**src/rtl/fetch_ctrl.sv**
```systemverilog
// Instruction-fetch sequencer: owns the PC, runs the imem request/ready handshake
// and drives the IF/ID register load/flush, absorbing wait states, stalls and redirects.
module fetch_ctrl #(
    parameter int unsigned   n        = 32,
    parameter logic [n-1:0]  RESET_PC = '0
) (
    input  logic         clk,
    input  logic         reset,
    output logic         imem_req,
    output logic [n-1:0] imem_addr,
    input  logic         imem_ready,
    input  logic [n-1:0] imem_rdata,
    input  logic         hazard_stall,
    input  logic         redirect,
    input  logic [n-1:0] redirect_pc,
    output logic         ir_en,
    output logic         ir_flush,
    output logic [n-1:0] instruction_next,
    output logic [n-1:0] pc_next,
    output logic [n-1:0] pc_plus_four_next
);

    localparam logic [n-1:0] NOP  = n'(32'h0000_0013);
    localparam logic [n-1:0] FOUR = n'(4);

    typedef enum logic [1:0] {
        IDLE  = 2'd0,
        FETCH = 2'd1,
        HOLD  = 2'd2
    } state_t;

    state_t       state;
    logic [n-1:0] pc;
    logic [n-1:0] pc_inc;
    logic [n-1:0] buf_instr;
    logic         buf_valid;
    logic         kill;
    logic [n-1:0] pend_pc;

    assign pc_inc = pc + FOUR;

    // State, PC, one-entry response buffer and kill tracking for an abandoned request.
    always_ff @(posedge clk) begin
        if (reset) begin
            state     <= IDLE;
            pc        <= RESET_PC;
            buf_instr <= '0;
            buf_valid <= 1'b0;
            kill      <= 1'b0;
            pend_pc   <= '0;
        end else begin
            case (state)
                IDLE: begin
                    if (redirect) begin
                        pc <= redirect_pc;
                    end
                    state <= FETCH;
                end
                FETCH: begin
                    if (redirect) begin
                        if (imem_ready) begin
                            pc   <= redirect_pc;
                            kill <= 1'b0;
                        end else begin
                            // Request stays outstanding; its response will be dropped.
                            kill    <= 1'b1;
                            pend_pc <= redirect_pc;
                        end
                    end else if (imem_ready) begin
                        if (kill) begin
                            pc   <= pend_pc;
                            kill <= 1'b0;
                        end else if (hazard_stall) begin
                            buf_instr <= imem_rdata;
                            buf_valid <= 1'b1;
                            state     <= HOLD;
                        end else begin
                            pc <= pc_inc;
                        end
                    end
                end
                HOLD: begin
                    if (redirect) begin
                        buf_valid <= 1'b0;
                        pc        <= redirect_pc;
                        state     <= FETCH;
                    end else if (!hazard_stall) begin
                        buf_valid <= 1'b0;
                        pc        <= pc_inc;
                        state     <= FETCH;
                    end
                end
                default: begin
                    state <= IDLE;
                end
            endcase
        end
    end

    // Outputs are combinational; the IF/ID register downstream does the registering.
    always_comb begin
        imem_req          = 1'b0;
        imem_addr         = '0;
        ir_en             = 1'b0;
        ir_flush          = 1'b0;
        instruction_next  = '0;
        pc_next           = '0;
        pc_plus_four_next = '0;
        if (!reset) begin
            imem_addr         = pc;
            pc_next           = pc;
            pc_plus_four_next = pc_inc;
            instruction_next  = NOP;
            ir_flush          = redirect;
            case (state)
                FETCH: begin
                    imem_req = 1'b1;
                    if (!redirect && imem_ready && !kill && !hazard_stall) begin
                        ir_en            = 1'b1;
                        instruction_next = imem_rdata;
                    end
                end
                HOLD: begin
                    if (!redirect && !hazard_stall && buf_valid) begin
                        ir_en            = 1'b1;
                        instruction_next = buf_instr;
                    end
                end
                default: ;
            endcase
        end
    end

endmodule

```
**config.mk**
```make
export PLATFORM = sky130hd
export DESIGN_NAME = fetch_ctrl
export DESIGN_NICKNAME = d
export VERILOG_FILES = /design/src/rtl/fetch_ctrl.sv
export SDC_FILE = /design/constraint.sdc
export NUM_CORES = 1
export LEC_CHECK = 0
export CAP_MARGIN = 25
export CORE_AREA = 5 5 122 124
export CTS_BUF_LIST = sky130_fd_sc_hd__clkbuf_2
export DETAILED_ROUTE_END_ITERATION = 10
export DIE_AREA = 0 0 127 129
export PLACE_DENSITY = 0.93
export SLEW_MARGIN = 20
export SYNTH_ARGS = -nofsm -noshare
export SYNTH_HDL_FRONTEND = slang
export SYNTH_SLANG_ARGS = --single-unit
```
**constraint.sdc**
```tcl
create_clock -name clk -period 3.25 [get_ports clk]
set_input_delay 0.8125 -clock clk [delete_from_list [all_inputs] [get_ports clk]]
set_output_delay 0.8125 -clock clk [all_outputs]
set_load 0.03 [all_outputs]
```
### Yosys cells after proc, flatten, opt, wreduce, memory -nomap -nowiden

Index checks and enable logic that the tools add are counted.

* register bits: 100
* logic and storage cells: 74
* ROM bits: 0
* output and inout port bits: 131
* bits in latches: 0
* memories kept: 0
* bits of input ports: 69
* memory bits (writable): 0

* add/subtract/negate cells: 1
* bitwise gates (word level): 3
* multiply operators: 0
* shifts and indexed selects: 0
* eq/ne operators: 8
* reductions and logical operators: 18
* divide/modulo/power cells: 0
* multiplexer cells: 38
* $lt $le $gt $ge: 0

Operators with widths (count)
* 32-bit two-way mux: 12
* 32-bit case mux with 3 select lines: 1
* 32-bit case mux with 2 select lines: 1
* 32-bit by 3-bit adder with 32-bit output (second input constant): 1
* 1-bit two-way mux: 15
* 2-bit two-way mux: 6
* 2-bit != test (second input constant): 5
* 5-bit AND reduction: 2
* 2-bit case mux with 3 select lines: 1
* 3-bit AND reduction: 2
* 6-bit AND reduction: 1
* 1-bit logical AND: 5
* 1-bit case mux with 2 select lines: 2
* 2-bit nonzero test: 2
* 1-bit logical NOT: 3
* 3-bit != test (second input constant): 1
* 1-bit inverter: 3
* 3-bit nonzero test: 1
* 2-bit by 1-bit equality test with 1-bit output (second input constant): 1
* 2-bit equality test (second input constant): 1
* 2-bit logical NOT: 1
* 2-bit AND reduction: 1

### Logic depth before layout (Yosys ltp)

Gate-level depths: netlist of run 1.

* word-level depth: 7
* mapped depth: 10
* depth with buffers taken out: 7

### Worst setup path before layout of run 1

Ideal clock, no wire load.

* path type: in2out
* from: in redirect
* to: out instruction_next[10]
* data arrival time: 2385 ps
* cell stages on the path: 8
* data required time: 2438 ps
* path buffers: 3
* setup slack: 52 ps
* path through: clkbuf_1 -> clkbuf_1 -> nor2_1 -> nand2_1 -> nor2_1 -> clkbuf_1 -> a22oi_1 -> nor2_1

* cells in the longest elaborated chain, start to end: 7

RTL lines
* from (decl): RTL line 14 `input logic redirect,`
* 1-bit logical NOT (*): RTL line 118, 124
* 1-bit logical AND (3 in series): RTL line 118 `if (!redirect && imem_ready && !kill && !hazard_stall) begin`
* 32-bit two-way mux: RTL line 118
* 32-bit case mux with 2 select lines (*): RTL line 115 `case (state)`
* 32-bit two-way mux (*): RTL line 109 `if (!reset) begin`
* to (decl): RTL line 18 `output logic [n-1:0] instruction_next,`

Every way passes the cells marked *; elsewhere a longest branch is shown, timed or not.

### Final worst setup path of run 1

* from: reg pc[17]
* to: out pc_plus_four_next[31]

* cells in the longest elaborated chain, start to end: 2

RTL lines
* from (decl): RTL line 33 `logic [n-1:0] pc;`
* from (signal assigned): RTL line 55 `pc <= redirect_pc;`
* from (signal assigned): RTL line 62 `pc <= redirect_pc;`
* from (signal assigned): RTL line 71 `pc <= pend_pc;`
* 32-bit by 3-bit adder with 32-bit output: RTL line 40 `assign pc_inc = pc + FOUR;`
* 32-bit two-way mux: RTL line 109
* to (decl): RTL line 20 `output logic [n-1:0] pc_plus_four_next`

No other way between the ends.

==> run_results.csv, run 1 <==
group,metric,value,unit
sta,timing.fmax,296.0,MHz
route,wl_per_cell,17.99,µm
sta,fin_setup_tns,-0.3357,ns
setup_path,critPathBufInv,2,
sta,fin_crit,3.379,ns
synthesis,yosysTopAreaCellShare,30.37,%
die,initial_core_util,48.24,%
synthesis,synthAdderAreaFrac,0.7592,%
synthesis,ys_ff_latch,100,
route,wirelength,23460,µm
sta,fin_ws,-0.1287,ns
die,core_area,13670,µm²
grt,grt_pass1_vias,7501,
sta,worst_pin_slew,0.7056,ns
synthesis,synth_commonest_cells,"nand2_1, nor2_1, a21oi_1, dfxtp_1, clkbuf_1",
synthesis,synth-compound-area-share,25.17,%
sta,finalSetupViolCount,5,
setup_path,reg2reg_from,"state[0]",
synthesis,netlist_area,6593,µm²
sta,period_share,104.0,%
power,peakVddDrop,0.1760,mV
synthesis,synth_edf_count,0,
clocking,clock_path_buffers,2,
setup_path,cp_cell_sequence,"buf_6 -> nand4_1 -> or3_4 -> or4_4 -> a21oi_4 -> buf_6",
placed_design,gp_congestion,0.9708,
setup_path,cp_common_cell,"buf_6",
placed_design,dp.cells,1275,
synthesis,synth_nets,1020,
synthesis,yosys_warnings,0,
placed_design,dp_hpwl,16460,µm
setup_path,r2r_cells,8,
grt,grt_pass1_wl,36870,µm
setup_path,critPathTopFamily,"simple AND/OR/NAND/NOR gates",
synthesis,netlist_instances,947,
final_layout,nFillCells,1067,
power,power_density,395.6,nW/µm²
run_status,outcome,"complete, but fails checks",
synthesis,synth.area.mux_share,1.253,%
clocking,cts_root_buf,"clkbuf_2",
grt,grt_max_degree,51,
sta,finalMaxSlewViolations,0,
setup_path,worst_ep_required_time,2.44,ns
sta,rsz0062_at_grt,"true",
route,first_iter_violations,945,
setup_path,path_max_fanout,2,
die,die-area,16380,µm²
clocking,hold_buffers,0,
hold_path,hold_depth,2,
setup_path,slowest_delay,0.55,ns
clocking,clkTransAtPathRegs,0.30,ns
sta,final_hold_viol_count,0,
synthesis,synthSimpleGateAreaFrac,29.08,%
clocking,insertion_delay,0.62,ns
setup_path,worst-setup-path-type,"register to output port",
hold_path,hold_end,"buf_instr[0]",
grt,grt_overflow,0,
grt,antenna_found_initial,0,
clocking,tritoncts,"yes",
synthesis,seq_area_frac_synth,30.37,%
hold_path,hp-class,"register to register",
route,vias,7861,
final_layout,antenna_cells,0,
route,firstDrtPassIters,7,
placed_design,portBuffers,199,
clocking,htreeDepth,3,
final_layout,multiInputGateArea,4096,µm²
setup_path,worst_setup_path_end_kind,"output port",
setup_path,arrival,2.57,ns
final_layout,seqCellArea,2046,µm²
grt,grt_usage,27.23,%
flow_run,max_cap_violations,0,
setup_path,r2r_setup_slack,0.73,ns
final_layout,final_nets,1192,
clocking,cts_buffers,9,
synthesis,syn_avg_cell_area,6.962,µm²
final_layout,drive_above_1_share,18.51,%
setup_path,worstReg2RegEnd,"pc[31]",
power,leakagePower,0.003197,µW
synthesis,yosys.area.top_type,"dfxtp_1",
final_layout,syn_to_final_growth,36.29,%
synthesis,synthXorXnorAreaFrac,4.118,%
die,dieWidth,127,µm
route,postRouteAntennaNets,0,
synthesis,synth_cell_type_count,59,
synthesis,synth_top_family_by_area,"simple AND/OR/NAND/NOR gates",
final_layout,stdcell_count,1304,
synthesis,synth_flop_cell,"dfxtp_1",
setup_path,start_kind,"register",
sta,fin_skew,0.04397,ns
run_status,failed_checks,"setup timing",
setup_path,critPathSlowestCell,"or4_4",
synthesis,async_flop_share,0,%
synthesis,synth_area_leaders,"dfxtp_1, nand2_1, a21oi_1",
route,vias_per_cell,6.028,
synthesis,yosysMostFrequentCell,"nand2_1",
die,fp-row-count,43,
die,die_h,129,µm
clocking,clkSinkCount,100,
sta,slew_headroom,52.96,%
hold_path,hp-start,"buf_instr[0]",
die,io_pins,200,
route,drc,0,
registers in the layout, indices dropped and copies added, names as in the netlist:
register	flops
buf_instr	32
buf_valid	1
kill	1
pc	32
pend_pc	32
state	2
per-stage QoR:
| step | setup slack, ns | total power (µW) | utilization [%] | area [µm²] | hold WS, ns |
|---|---|---|---|---|---|
| 4_1_cts | -0.1269 | 3491 | 65.46 | 8946 | 0.4753 |
| 5_1_grt | -0.1874 | 3719 | 65.75 | 8985 | 0.4916 |
| 3_5_place_dp | 0.1197 | 2910 | 63.29 | 8650 | 0.4468 |
| 6_report | -0.1287 | 3554 | 65.75 | 8985 | 0.4717 |
| 3_3_place_gp | 0.1796 | 2879 | 63.29 | 8650 | 0.4385 |
| 2_1_floorplan | 0.05213 | 2343 | - | 6593 | 0.4332 |
where the power goes:
part           switching (µW)  internal, µW
Clock                     452           104
Combinational             898           641
Sequential                124          1330
Total                    1470          2080
per-layer routing:
| metal | up-vias | global-route usage, % | share of wire (%) |
|---|---|---|---|
| li1 | 3625 | - | - |
| met1 | 3526 | 32.22 | 36 |
| met2 | 577 | 45.95 | 47 |
| met3 | 133 | 5.687 | 11 |
| met4 | 0 | 15.52 | 5.1 |
| met5 | - | 0 | 0 |
worst max path at each step:
stage | startpoint | endpoint | slack [ns] | cells past startpoint
finish | pc[17] | pc_plus_four_next[31] | -0.13 | 6
global route | pc[14] | pc_plus_four_next[31] | -0.19 | 6
CTS | pc[2] | pc_plus_four_next[31] | -0.13 | 6
detailed placement | imem_ready | instruction_next[28] | 0.12 | 7
global placement | imem_ready | instruction_next[25] | 0.18 | 7
floorplan | redirect | instruction_next[10] | 0.05 | 8
worst reg2reg max path, delay by kind of cell (launching register included):
kind,cells,cell delay [ns]
AOI/OAI and AO/OA,3,0.54
DFF,1,0.44
buffers and inverters,3,0.59
and+or+nand+nor,1,0.43
adders and majority gates,1,0.46
kinds of logic (layout without fill, tap and decap cells):
group | count (synthesis) | in the layout
simple gates | 409 | 409
compound gates | 269 | 269
buf+inv | 126 | 303
flops | 100 | 100
xor+xnor | 31 | 31
mux | 8 | 8
fa+ha+maj | 4 | 4
cell type report:
type	count	share of cell area, %
inverters	8	0.3342
clock buffers	9	0.5013
flip-flops and latches	100	22.77
clock inverters	7	0.5570
multi-input cells	721	45.59
repair buffers	279	27.74
well taps	180	2.507
repair_timing:
item                       in CTS  in global routing
pin swaps                       4                  3
gates cloned                    0                  0
hold endpoints to repair        0                  0
setup buffers                  10                  3
resized for setup              69                 44
setup endpoints to repair      21                 51
cell usage in the layout, fill, tap and decap left out, types with 4 or more instances in the layout:
master	n
and3_1	5
dfxtp_4	7
nand4_1	8
a21oi_1	97
a211oi_1	14
a221o_1	5
a22oi_1	29
nor2b_1	41
o2bb2ai_1	5
dfxtp_1	79
buf_4	113
xnor2_1	14
o22ai_1	10
nand3_1	22
mux2i_1	6
clkdlybuf4s50_1	138
nor4_1	12
a22o_1	6
buf_6	11
dfxtp_2	14
o21ai_0	59
nor2_2	6
nor3_1	16
nand2_1	161
and4_1	9
a31oi_1	4
inv_1	8
nor2_1	100
o31ai_1	8
clkbuf_2	15
xor2_1	17
No activity file was read; power rests on OpenSTA's default activity.
==> run 2: changes to the inputs <==
CORE_AREA = 5 5 118 120   (was 5 5 122 124)
DIE_AREA = 0 0 123 125   (was 0 0 127 129)
PLACE_DENSITY = 0.95   (was 0.93)
clock period = 4.2 ns   (was 3.25 ns; I/O delays follow)
==> run_results.csv, run 2 (synthesis gave the netlist of run 1 again) <==
group,metric,value,unit
power,peakVddDrop,0.1871,mV
route,postRouteAntennaNets,0,
power,power_density,319.7,nW/µm²
placed_design,placed_cell_area,8389,µm²
sta,rsz0062_at_grt,"false",
route,vias,7646,
setup_path,r2r_cells,7,
hold_path,hp-start,"pend_pc[9]",
clocking,cts_buffers,9,
grt,grt_max_degree,50,
final_layout,syn_to_final_growth,29.55,%
sta,finalSetupViolCount,0,
die,io_pins,200,
die,die-area,15380,µm²
final_layout,drive_above_1_share,10.14,%
clocking,tritoncts,"yes",
sta,worst_pin_slew,1.091,ns
clocking,cts_root_buf,"clkbuf_2",
setup_path,worstReg2RegEnd,"pc[23]",
die,core_area,12870,µm²
power,p_seq_share,41.7,%
grt,antenna_found_initial,0,
setup_path,r2r_setup_slack,1.19,ns
hold_path,hold_depth,2,
flow_run,max_cap_violations,0,
route,vias_per_cell,6.112,
final_layout,mostFrequentLayoutCells,"nand2_1, clkdlybuf4s50_1, nor2_1",
power,pwr-share-clk,19.2,%
setup_path,worst-setup-path-type,"register to output port",
grt,grt_overflow,0,
die,dieWidth,123,µm
power,leakagePower,0.002922,µW
clocking,clkSinkCount,100,
sta,fin_crit,4.106,ns
final_layout,final_common_cell,"nand2_1",
setup_path,worst_setup_path_end_kind,"output port",
route,firstDrtPassIters,8,
power,comb_power_share,39.0,%
sta,timing.fmax,243.5,MHz
placed_design,portBuffers,199,
power,cell_internal_pwr,1654,µW
setup_path,worst_ep_required_time,3.15,ns
sta,slew_headroom,27.29,%
power,swShare,39.43,%
power,power_switching,1077,µW
route,wl_per_cell,17.48,µm
clocking,clock_path_buffers,2,
die,fp-row-count,42,
clocking,clkTransAtPathRegs,0.26,ns
sta,fin_setup_tns,0,ns
hold_path,hold_end,"pend_pc[9]",
grt,grt_usage,27.07,%
die,die_h,125,µm
sta,finalMaxSlewViolations,0,
clocking,insertion_delay,0.60,ns
final_layout,fin_util,66.34,%
die,initial_core_util,51.21,%
run_status,outcome,"finished, final reports clean",
final_layout,nFillCells,1046,
grt,grt_pass1_vias,6910,
final_layout,antenna_cells,0,
setup_path,arrival,3.06,ns
final_layout,reg.largest.list,"buf_instr: 32 flops, pc: 32 flops, pend_pc: 32 flops",
placed_design,dp_hpwl,15580,µm
final_layout,final_nets,1143,
sta,final_hold_viol_count,0,
sta,period_share,97.76,%
route,drc,0,
clocking,htreeDepth,3,
setup_path,path_max_fanout,7,
hold_path,hp-class,"register to register",
sta,fin_skew,0.02927,ns
grt,grt_pass1_wl,34430,µm
route,first_iter_violations,1086,
setup_path,reg2reg_from,"state[0]",
placed_design,gp_congestion,0.9238,
route,wirelength,21870,µm
final_layout,finalInstanceArea,8541,µm²
setup_path,start_kind,"register",
==> run 2: critical path, stage by stage, from the launching register on <==
cell and delay (ns):
dfxtp_1 0.51, nand4_2 0.19, or4_4 0.63, or4_4 0.51, a21oi_1 0.27, clkdlybuf4s15_2 0.34
==> run 2: layout make-up <==
cell class / instances / area (µm²) / share of cell area, %
inverter: 8 / 30.03 / 0.3516
multi-input combinational: 721 / 3993 / 46.75
clock inverter: 6 / 78.83 / 0.9229
sequential: 100 / 2018 / 23.63
tap: 176 / 220.2 / 2.578
timing repair buffer: 230 / 2151 / 25.18
clock buffer: 10 / 50.05 / 0.5860
==> run 2: worst max-delay path by stage <==
| stage | from | to | slack (ns) | cells past startpoint |
|---|---|---|---|---|
| 2_1_floorplan | redirect | instruction_next[10] | 0.53 | 8 |
| 3_3_place_gp | pc[18] | pc_plus_four_next[31] | 0.31 | 5 |
| 3_5_place_dp | pc[18] | pc_plus_four_next[31] | 0.29 | 5 |
| 4_1_cts | pc[12] | pc_plus_four_next[31] | 0.03 | 5 |
| 5_1_grt | pc[13] | pc_plus_four_next[31] | 0.04 | 5 |
| 6_report | pc[13] | pc_plus_four_next[31] | 0.09 | 5 |
==> run 2: what timing repair did <==
item,4_1_cts,5_1_grt
hold buffers,0,0
buffers inserted,0,0
resized for setup,11,9
cloned,0,0
endpoints found under the setup margin,4,2
==> run 2: metrics by stage <==
step / total power (µW) / setup slack, ns / hold WS [ns] / std cells
floorplan: 1813 / 0.5271 / 0.4332 / 947
global placement: 2171 / 0.3147 / 0.4404 / 1235
detailed placement: 2195 / 0.2906 / 0.4475 / 1235
CTS: 2709 / 0.02726 / 0.4752 / 1251
global route: 2854 / 0.04218 / 0.4982 / 1251
finish: 2731 / 0.09397 / 0.4757 / 1251
==> run 2: power groups by stage <==
stage	sequential, µW	clock [µW]	combinational (µW)
2_1_floorplan	1090	0	725
3_3_place_gp	1140	0	1030
3_5_place_dp	1150	0	1050
4_1_cts	1130	529	1050
5_1_grt	1150	568	1140
6_report	1140	525	1070
==> run 2: per-layer routing <==
layer | vias to the layer above | track usage [%] | wire, µm | share of wire, %
met2 | 546 | 43.65 | 10220 | 47
met5 | - | 0 | 0 | 0
li1 | 3529 | - | - | -
met4 | 0 | 10.75 | 734 | 3.4
met3 | 71 | 5.646 | 2664 | 12
met1 | 3500 | 35.25 | 8249 | 38
==> run 3: changes to the inputs <==
CTS_CLUSTER_SIZE = 16   (was unset)
MAX_ROUTING_LAYER = met4   (was unset)
==> run_results.csv, run 3 (synthesis gave the netlist of run 1 again) <==
group,metric,value,unit
placed_design,preCtsSetupSlack,0.3279,ns
power,comb_power_share,40.6,%
placed_design,gp_congestion,0.9263,
route,drc,0,
setup_path,worst_ep_required_time,3.15,ns
hold_path,hp-class,"register to register",
run_status,outcome,"finished, final reports clean",
sta,final_hold_viol_count,0,
clocking,clkTransAtPathRegs,0.28,ns
clocking,clock_path_buffers,2,
final_layout,drive_above_1_share,9.963,%
sta,rsz0062_at_grt,"false",
route,vias_per_cell,6.043,
die,core_area,12870,µm²
die,io_pins,200,
power,power_switching,1083,µW
final_layout,mostFrequentLayoutCells,"nand2_1, clkdlybuf4s50_1, nor2_1",
final_layout,multiInputGateArea,3988,µm²
clocking,cts_buffers,9,
final_layout,final_common_cell,"nand2_1",
die,die-area,15380,µm²
grt,grt_max_degree,50,
power,peakVddDrop,0.1243,mV
clocking,htreeDepth,3,
route,wl_per_cell,17.43,µm
grt,grt_usage,27.43,%
setup_path,worst_setup_path_end_kind,"output port",
sta,worst_pin_slew,0.9101,ns
sta,timing.fmax,242.5,MHz
clocking,insertion_delay,0.60,ns
route,first_iter_violations,904,
setup_path,path_max_fanout,7,
grt,grt_pass1_wl,33750,µm
route,vias,7560,
sta,slew_headroom,39.33,%
final_layout,final_nets,1142,
hold_path,hp-start,"buf_instr[4]",
sta,fin_skew,0.02299,ns
power,power_density,307.7,nW/µm²
final_layout,syn_to_final_growth,28.92,%
setup_path,start_kind,"register",
die,dieWidth,123,µm
route,firstDrtPassIters,5,
final_layout,seqCellArea,2014,µm²
setup_path,worst-setup-path-type,"register to output port",
sta,fin_ws,0.07625,ns
die,die_h,125,µm
die,initial_core_util,51.21,%
sta,finalSetupViolCount,0,
clocking,clkSinkCount,100,
clocking,cts_root_buf,"clkbuf_2",
power,cell_internal_pwr,1532,µW
route,wirelength,21810,µm
power,swShare,41.41,%
final_layout,reg.largest.list,"buf_instr: 32 flops, pc: 32 flops, pend_pc: 32 flops",
sta,finalMaxSlewViolations,0,
power,pwr-share-clk,15.7,%
sta,period_share,98.18,%
die,fp-row-count,42,
setup_path,reg2reg_from,"state[1]",
grt,grt_pass1_vias,6947,
placed_design,dp_hpwl,15690,µm
flow_run,max_cap_violations,0,
power,leakagePower,0.002903,µW
setup_path,startpoint,"pc[12]",
grt,grt_overflow,0,
grt,antenna_found_initial,1,
power,p_seq_share,43.6,%
clocking,hold_buffers,0,
setup_path,arrival,3.07,ns
placed_design,portBuffers,199,
sta,fin_setup_tns,0,ns
clocking,tritoncts,"yes",
route,postRouteAntennaNets,0,
final_layout,nFillCells,1080,
sta,fin_crit,4.124,ns
-- run 3: power groups by stage --
stage	clock network, µW	registers (µW)	logic, µW
2_1_floorplan	0	1090	725
3_3_place_gp	0	1140	1020
3_5_place_dp	0	1150	1050
4_1_cts	408	1130	1050
5_1_grt	440	1150	1130
6_report	411	1140	1060
-- run 3: routing by layer --
| layer | vias to the layer above | track usage, % | wire, µm |
|---|---|---|---|
| met5 | - | - | 0 |
| met4 | 0 | 13.68 | 772 |
| met3 | 76 | 4.381 | 2580 |
| met2 | 511 | 43.07 | 10190 |
| met1 | 3446 | 34.03 | 8262 |
| li1 | 3527 | - | - |
-- run 3: timing repair --
item | in CTS | in global routing
setup endpoints to repair | 4 | 2
gates resized for setup | 11 | 5
pin swaps | 0 | 0
setup buffers | 0 | 0
-- run 3: final cells by class --
| class | count | area share [%] |
|---|---|---|
| inverters | 8 | 0.3533 |
| diodes | 1 | 0.02944 |
| flip-flops and latches | 100 | 23.70 |
| repair buffers | 229 | 25.45 |
| clock buffers | 10 | 0.5888 |
| clock inverters | 6 | 0.3680 |
| well taps | 176 | 2.591 |
| multi-input cells | 721 | 46.92 |
-- run 3: path summary, 6_finish.rpt --
check	end	slack, ns	cells after the start
max	pc_plus_four_next[31]	0.08	5
min	buf_instr[4]	0.47	2
min reg2reg	buf_instr[4]	0.47	2
max reg2reg	pc[29]	1.09	7
-- run 3: per-stage QoR --
stage | util, % | power [µW] | hold slack, ns | cells | instance area [µm²]
after floorplan | - | 1813 | 0.4332 | 947 | 6593
after global placement | 65.14 | 2168 | 0.4421 | 1233 | 8387
after detailed placement | 65.14 | 2196 | 0.4442 | 1233 | 8387
after CTS | 65.82 | 2589 | 0.4710 | 1249 | 8474
after global routing | 66.02 | 2720 | 0.4910 | 1251 | 8499
final | 66.02 | 2615 | 0.4714 | 1251 | 8499
-- run 3: worst max-delay path, stage by stage, from the launching register on --
cell,delay [ns]
dfxtp_2,0.47
nand4_2,0.19
or4_1,0.70
or4_4,0.53
a21oi_1,0.25
clkdlybuf4s15_2,0.34
